File: src/rtl/mem_port_arbiter.sv
// ============================================================================
// mem_port_arbiter
// Shares one memory port between the CPU and a debug burst requester.
// Optional: `define ARB_STARVE_GUARD_EN to let debug preempt a busy CPU.
// Revision: 1.0
// ============================================================================
`default_nettype none

module mem_port_arbiter #(
   parameter int ADDR_W     = 8,
   parameter int DATA_W     = 8,
   parameter int STARVE_MAX = 4
) (
   input  logic              clk,
   input  logic              rst,
   input  logic              i_cpu_req,
   input  logic              i_cpu_we,
   input  logic [ADDR_W-1:0] i_cpu_addr,
   input  logic [DATA_W-1:0] i_cpu_wdata,
   output logic              o_cpu_gnt,
   output logic              o_cpu_stall,
   output logic [DATA_W-1:0] o_cpu_rdata,
   input  logic              i_dbg_req,
   input  logic              i_dbg_we,
   input  logic [ADDR_W-1:0] i_dbg_addr,
   input  logic [3:0]        i_dbg_len,
   input  logic [DATA_W-1:0] i_dbg_wdata,
   output logic              o_dbg_gnt,
   output logic              o_dbg_rvalid,
   output logic [DATA_W-1:0] o_dbg_rdata,
   output logic              o_dbg_done,
   output logic [ADDR_W-1:0] o_mem_addr,
   output logic              o_mem_we,
   output logic [DATA_W-1:0] o_mem_wdata,
   input  logic [DATA_W-1:0] i_mem_rdata
);

   typedef enum logic [0:0] {
      S_CPU_OWN = 1'b0,
      S_DBG_OWN = 1'b1
   } state_t;

   state_t            r_state;
   logic [4:0]        r_beats;
   logic [ADDR_W-1:0] r_addr;
   logic              r_done;
   logic              w_dbg_enter;

   if (STARVE_MAX < 1) begin : g_starve_max_invalid
   end

`ifdef ARB_STARVE_GUARD_EN
   localparam int SW = (STARVE_MAX > 1) ? $clog2(STARVE_MAX) : 1;
   localparam logic [SW-1:0] c_STARVE_LAST = SW'(STARVE_MAX - 1);
   logic [SW-1:0] r_starve;

   assign w_dbg_enter = i_dbg_req & (~i_cpu_req | (r_starve == c_STARVE_LAST));
`else
   assign w_dbg_enter = i_dbg_req & ~i_cpu_req;
`endif

   always_ff @(posedge clk) begin
      if (!rst) begin
         r_state <= S_CPU_OWN;
         r_beats <= '0;
         r_addr  <= '0;
         r_done  <= 1'b0;
`ifdef ARB_STARVE_GUARD_EN
         r_starve <= '0;
`endif
      end else begin
         case (r_state)
            S_CPU_OWN: begin
               r_done <= 1'b0;
               if (w_dbg_enter) begin
                  r_state <= S_DBG_OWN;
                  r_addr  <= i_dbg_addr;
                  r_beats <= (i_dbg_len == 4'd0) ? 5'd16 : {1'b0, i_dbg_len};
               end
`ifdef ARB_STARVE_GUARD_EN
               // Counts consecutive cycles where debug waited behind the CPU.
               if (w_dbg_enter || !i_dbg_req) begin
                  r_starve <= '0;
               end else if (r_starve != c_STARVE_LAST) begin
                  r_starve <= r_starve + 1'b1;
               end
`endif
            end
            S_DBG_OWN: begin
               if (!i_dbg_req) begin
                  r_state <= S_CPU_OWN;
                  r_done  <= 1'b1;
               end else begin
                  r_addr  <= r_addr + 1'b1;
                  r_beats <= r_beats - 5'd1;
                  if (r_beats == 5'd1) begin
                     r_state <= S_CPU_OWN;
                     r_done  <= 1'b1;
                  end
               end
            end
            default: r_state <= S_CPU_OWN;
         endcase
      end
   end

   always_comb begin
      o_cpu_rdata = i_mem_rdata;
      o_dbg_rdata = i_mem_rdata;
      o_dbg_done  = r_done;
      if (r_state == S_DBG_OWN) begin
         o_cpu_gnt    = 1'b0;
         o_cpu_stall  = 1'b1;
         o_dbg_gnt    = i_dbg_req;
         o_dbg_rvalid = i_dbg_req & ~i_dbg_we;
         o_mem_addr   = r_addr;
         o_mem_we     = i_dbg_req & i_dbg_we;
         o_mem_wdata  = i_dbg_wdata;
      end else begin
         o_cpu_gnt    = i_cpu_req;
         o_cpu_stall  = 1'b0;
         o_dbg_gnt    = 1'b0;
         o_dbg_rvalid = 1'b0;
         o_mem_addr   = i_cpu_addr;
         o_mem_we     = i_cpu_req & i_cpu_we;
         o_mem_wdata  = i_cpu_wdata;
      end
   end

endmodule

`default_nettype wire

File: config.mk
export PLATFORM = sky130hd
export DESIGN_NAME = mem_port_arbiter
export DESIGN_NICKNAME = d
export VERILOG_FILES = /design/src/rtl/mem_port_arbiter.sv
export SDC_FILE = /design/constraint.sdc
export NUM_CORES = 1
export LEC_CHECK = 0
export ABC_AREA = 1
export CORE_MARGIN = 2
export CORE_UTILIZATION = 35
export CTS_BUF_LIST = sky130_fd_sc_hd__clkbuf_4 sky130_fd_sc_hd__clkbuf_8 sky130_fd_sc_hd__clkbuf_16
export DETAILED_ROUTE_END_ITERATION = 10
export GPL_ROUTABILITY_DRIVEN = 1
export PLACE_DENSITY_LB_ADDON = 0.2
export SYNTH_ARGS = -nofsm -noshare
export SYNTH_HDL_FRONTEND = slang
export SYNTH_SLANG_ARGS = --single-unit
File: constraint.sdc
create_clock -name clk -period 1.66 [get_ports clk]
set_input_delay 0.332 -clock clk [delete_from_list [all_inputs] [get_ports clk]]
set_output_delay 0.332 -clock clk [all_outputs]
set_load 0.005 [all_outputs]
==> flow_metrics.py <==
metrics = {
    "setup_path": {
        "reg2reg_from": "r_state",
        "worstPathMaxFanout": 8,
        "required_ps": 1330,
        "critPathArrivalTime_ps": 1270,
        "path_depth": 5,
        "critPathCaptureType": "primary output",
        "start_kind": "register",
        "ff2ff_path_depth": 9,
        "crit_start": "r_state",
        "crit_buf_inv": 3,
        "crit_chain": "buf_12 -> buf_6 -> nand2_2 -> nand2_1 -> dlygate4sd2_1",
        "cpPeakStageDelay_ps": 390,
        "crit_family": "buffers and inverters",
        "slowest_stage": "dfxtp_4",
        "worstSetupPathType": "reg -> out",
    },
    "placed_design": {
        "preCtsSetupSlack_ps": -279,
        "place_area_mm2": 0.00191,
        "dpl.cell_count": 316,
        "dp_hpwl_um": 2650,
        "port-buffer-count": 63,
        "place.gp.congestion": 0.791,
    },
    "power_and_ir_drop": {
        "p_seq_share_pct": 40.0,
        "pwr-share-comb_pct": 37.5,
        "leakage_nw": 0.978,
        "internal_power_mw": 0.724,
        "p_sw_share_pct": 29.5,
        "total_power_mw": 1.03,
        "p_switching_mw": 0.303,
        "irDropWorstVdd_mv": 0.344,
        "power_density_mw_per_mm2": 508,
        "p_clk_share_pct": 22.5,
    },
    "floorplan": {
        "ios": 88,
        "core_mm2": 0.00339,
        "rows": 21,
        "start_util_pct": 37.2,
        "die-area_mm2": 0.00410,
        "dieWidth_um": 64.0,
        "dieHeight_um": 64.0,
    },
    "cts": {
        "cts_tree": "done",
        "cts_hold_buffers": 0,
        "cts_root_buf": "clkbuf_4",
        "cts.path.max_buffers": 2,
        "cts-htree-levels": 1,
        "cts_buffers": 3,
        "clock_sinks": 15,
        "worstSkewPairLatency_ps": 280,
        "clk_pin_slew_worst_paths_ps": 90,
    },
    "timing": {
        "worstMarginPinSlew_ps": 228,
        "setup_slack_ps": 59.1,
        "hold_violations": 0,
        "rsz0062_at_grt": "no",
        "clock_skew_ps": 1.06,
        "maxSlewHeadroom_pct": 84.7,
        "min_period_over_period_pct": 96.4,
        "max_freq_mhz": 625,
        "drv_slew": 0,
        "setup_viol": 0,
        "fin_crit_ps": 1600,
    },
    "routing": {
        "avgRoutedWirePerCell_um": 10.9,
        "dr.first_iter.drc_count": 63,
        "antenna_left": 0,
        "wl_um": 3570,
        "drcViolationCount": 0,
        "drtPass1Iterations": 4,
        "vias": 1505,
        "avgViaCountPerCell": 4.57,
    },
    "min_path": {
        "hold_path.class": "reg -> reg",
        "min_from": "r_beats[1]",
        "holdPathStages": 2,
    },
    "cells_and_area": {
        "fillCellCount": 340,
        "final_nets": 337,
        "final_cells": 329,
        "n_antenna_cell": 0,
        "area_growth_pct": 60.1,
        "stdcell_area_mm2": 0.00202,
        "drive_gt1_share_pct": 16.3,
    },
    "logic_synthesis": {
        "postSynthAreaPerCell_um2": 5.87,
        "ys_ff_latch": 15,
        "syn-num-nets": 268,
        "yosysWarnings": 0,
        "synth_cell_types": 24,
        "syn_inst": 215,
        "yosysSeqAreaShare_pct": 23.8,
        "netlist_area_mm2": 0.00126,
    },
    "grt": {
        "gr-total-overflow": 0,
        "grt_usage_pct": 17.6,
        "top_usage_layer": "met2",
        "grt_pass1_wl_um": 5890,
        "antenna_found_initial": 0,
        "grt_pass1_vias": 1342,
        "grt_max_degree": 13,
        "globalRouteMet1Util_pct": 21.9,
        "grt.met3_usage_pct": 3.87,
        "use_met2_pct": 29.9,
    },
    "run": {
        "maxCapViolCount": 0,
    },
    "status": {
        "outcome": "completed",
    },
}
## worst register-to-register path, cell delays in order, from the launching register on
cell	delay (ps)
dfxtp_4	410
buf_6	130
nor2_4	40
buf_4	120
buf_4	130
nor2_4	130
buf_4	140
o21ai_0	70
nor2_1	100
nor2_1	40
## logic make-up (layout without fill, tap and decap cells)
family                   after synthesis  count (layout)  share of synthesized area (%)
AND/OR/NAND/NOR                      117             117                           37.1
buffers and inverters                 44             112                           19.6
AO/OA/AOI/OAI                         36              36                           16.5
flip-flops                            15              15                           23.8
adder cells (fa/ha/maj)                3               3                           2.98
## placed cells by master, fill, tap and decap left out, types with 4 or more instances in the layout
cell / Yosys / layout
a21oi_1: 7 / 7
nand3_1: 10 / 10
dlygate4sd2_1: 0 / 11
clkbuf_4: 0 / 4
buf_4: 18 / 18
inv_1: 19 / 18
dfxtp_1: 15 / 14
nor2_1: 32 / 31
nand2_1: 70 / 68
buf_6: 0 / 4
clkbuf_2: 0 / 6
clkdlybuf4s50_1: 0 / 41
o21ai_0: 20 / 20
## cells in the mapped netlist (all sizes together)
cell | count | area [um^2]
o21ai | 21 | 109
nand3 | 10 | 50.1
a22o | 1 | 8.76
o211ai | 1 | 7.51
inv | 20 | 75.1
nor2 | 33 | 131
or2 | 3 | 18.8
o21a | 3 | 22.5
a21oi | 7 | 35.0
dfxtp | 15 | 300
clkbuf | 2 | 17.5
buf | 22 | 155
nor3 | 1 | 5.00
ha | 3 | 37.5
a211oi | 2 | 15.0
nand2 | 70 | 263
o211a | 1 | 10.0
## flip-flops by register name, indices dropped and copies added, names as in the netlist
name and count:
r_state 1, r_beats 5, o_dbg_done 1, r_addr 8
## per-stage QoR
step	TNS, ps	hold WS (ps)	utilization (%)
5_1_grt	0	546	59.6
6_report	0	527	59.6
3_5_place_dp	-2370	507	56.3
4_1_cts	-81.3	523	59.5
2_1_floorplan	0	471	-
3_3_place_gp	-1900	498	56.3
## layout make-up
class	instances	area, um^2	area share (%)
inverters	20	80.1	3.97
flip-flops and latches	15	304	15.1
well taps	46	57.6	2.85
repair buffers	88	822	40.7
multi-input cells	156	726	35.9
clock buffers	4	30.0	1.49
## timing repair
action                                  in CTS  in global routing
pin swaps                                    1                  3
endpoints found under the setup margin      21                 11
gates resized for setup                     42                 16
gates cloned                                 1                  0
buffers inserted                             6                  2
hold endpoints to repair                     0                  0
## metal layers
layer | up-vias | share of wire, %
met4 | 0 | 0.70
met1 | 640 | 46
met5 | - | 0
met2 | 62 | 44
li1 | 799 | -
met3 | 4 | 9.6
## power by group through the flow
| stage | logic, mW | registers (mW) | clock network (mW) |
|---|---|---|---|
| 6_report | 0.385 | 0.410 | 0.231 |
| 5_1_grt | 0.432 | 0.413 | 0.245 |
| 4_1_cts | 0.386 | 0.409 | 0.236 |
| 3_5_place_dp | 0.383 | 0.416 | 0 |
| 3_3_place_gp | 0.380 | 0.416 | 0 |
| 2_1_floorplan | 0.192 | 0.411 | 0 |
## final timing paths
| path | endpoint | slack, ps |
|---|---|---|
| max | o_mem_wdata[7] | 60 |
| min | r_beats[1] | 530 |
| max reg2reg | r_addr[4] | 240 |
| min reg2reg | r_beats[1] | 530 |
(Power assumes the default switching activity.)
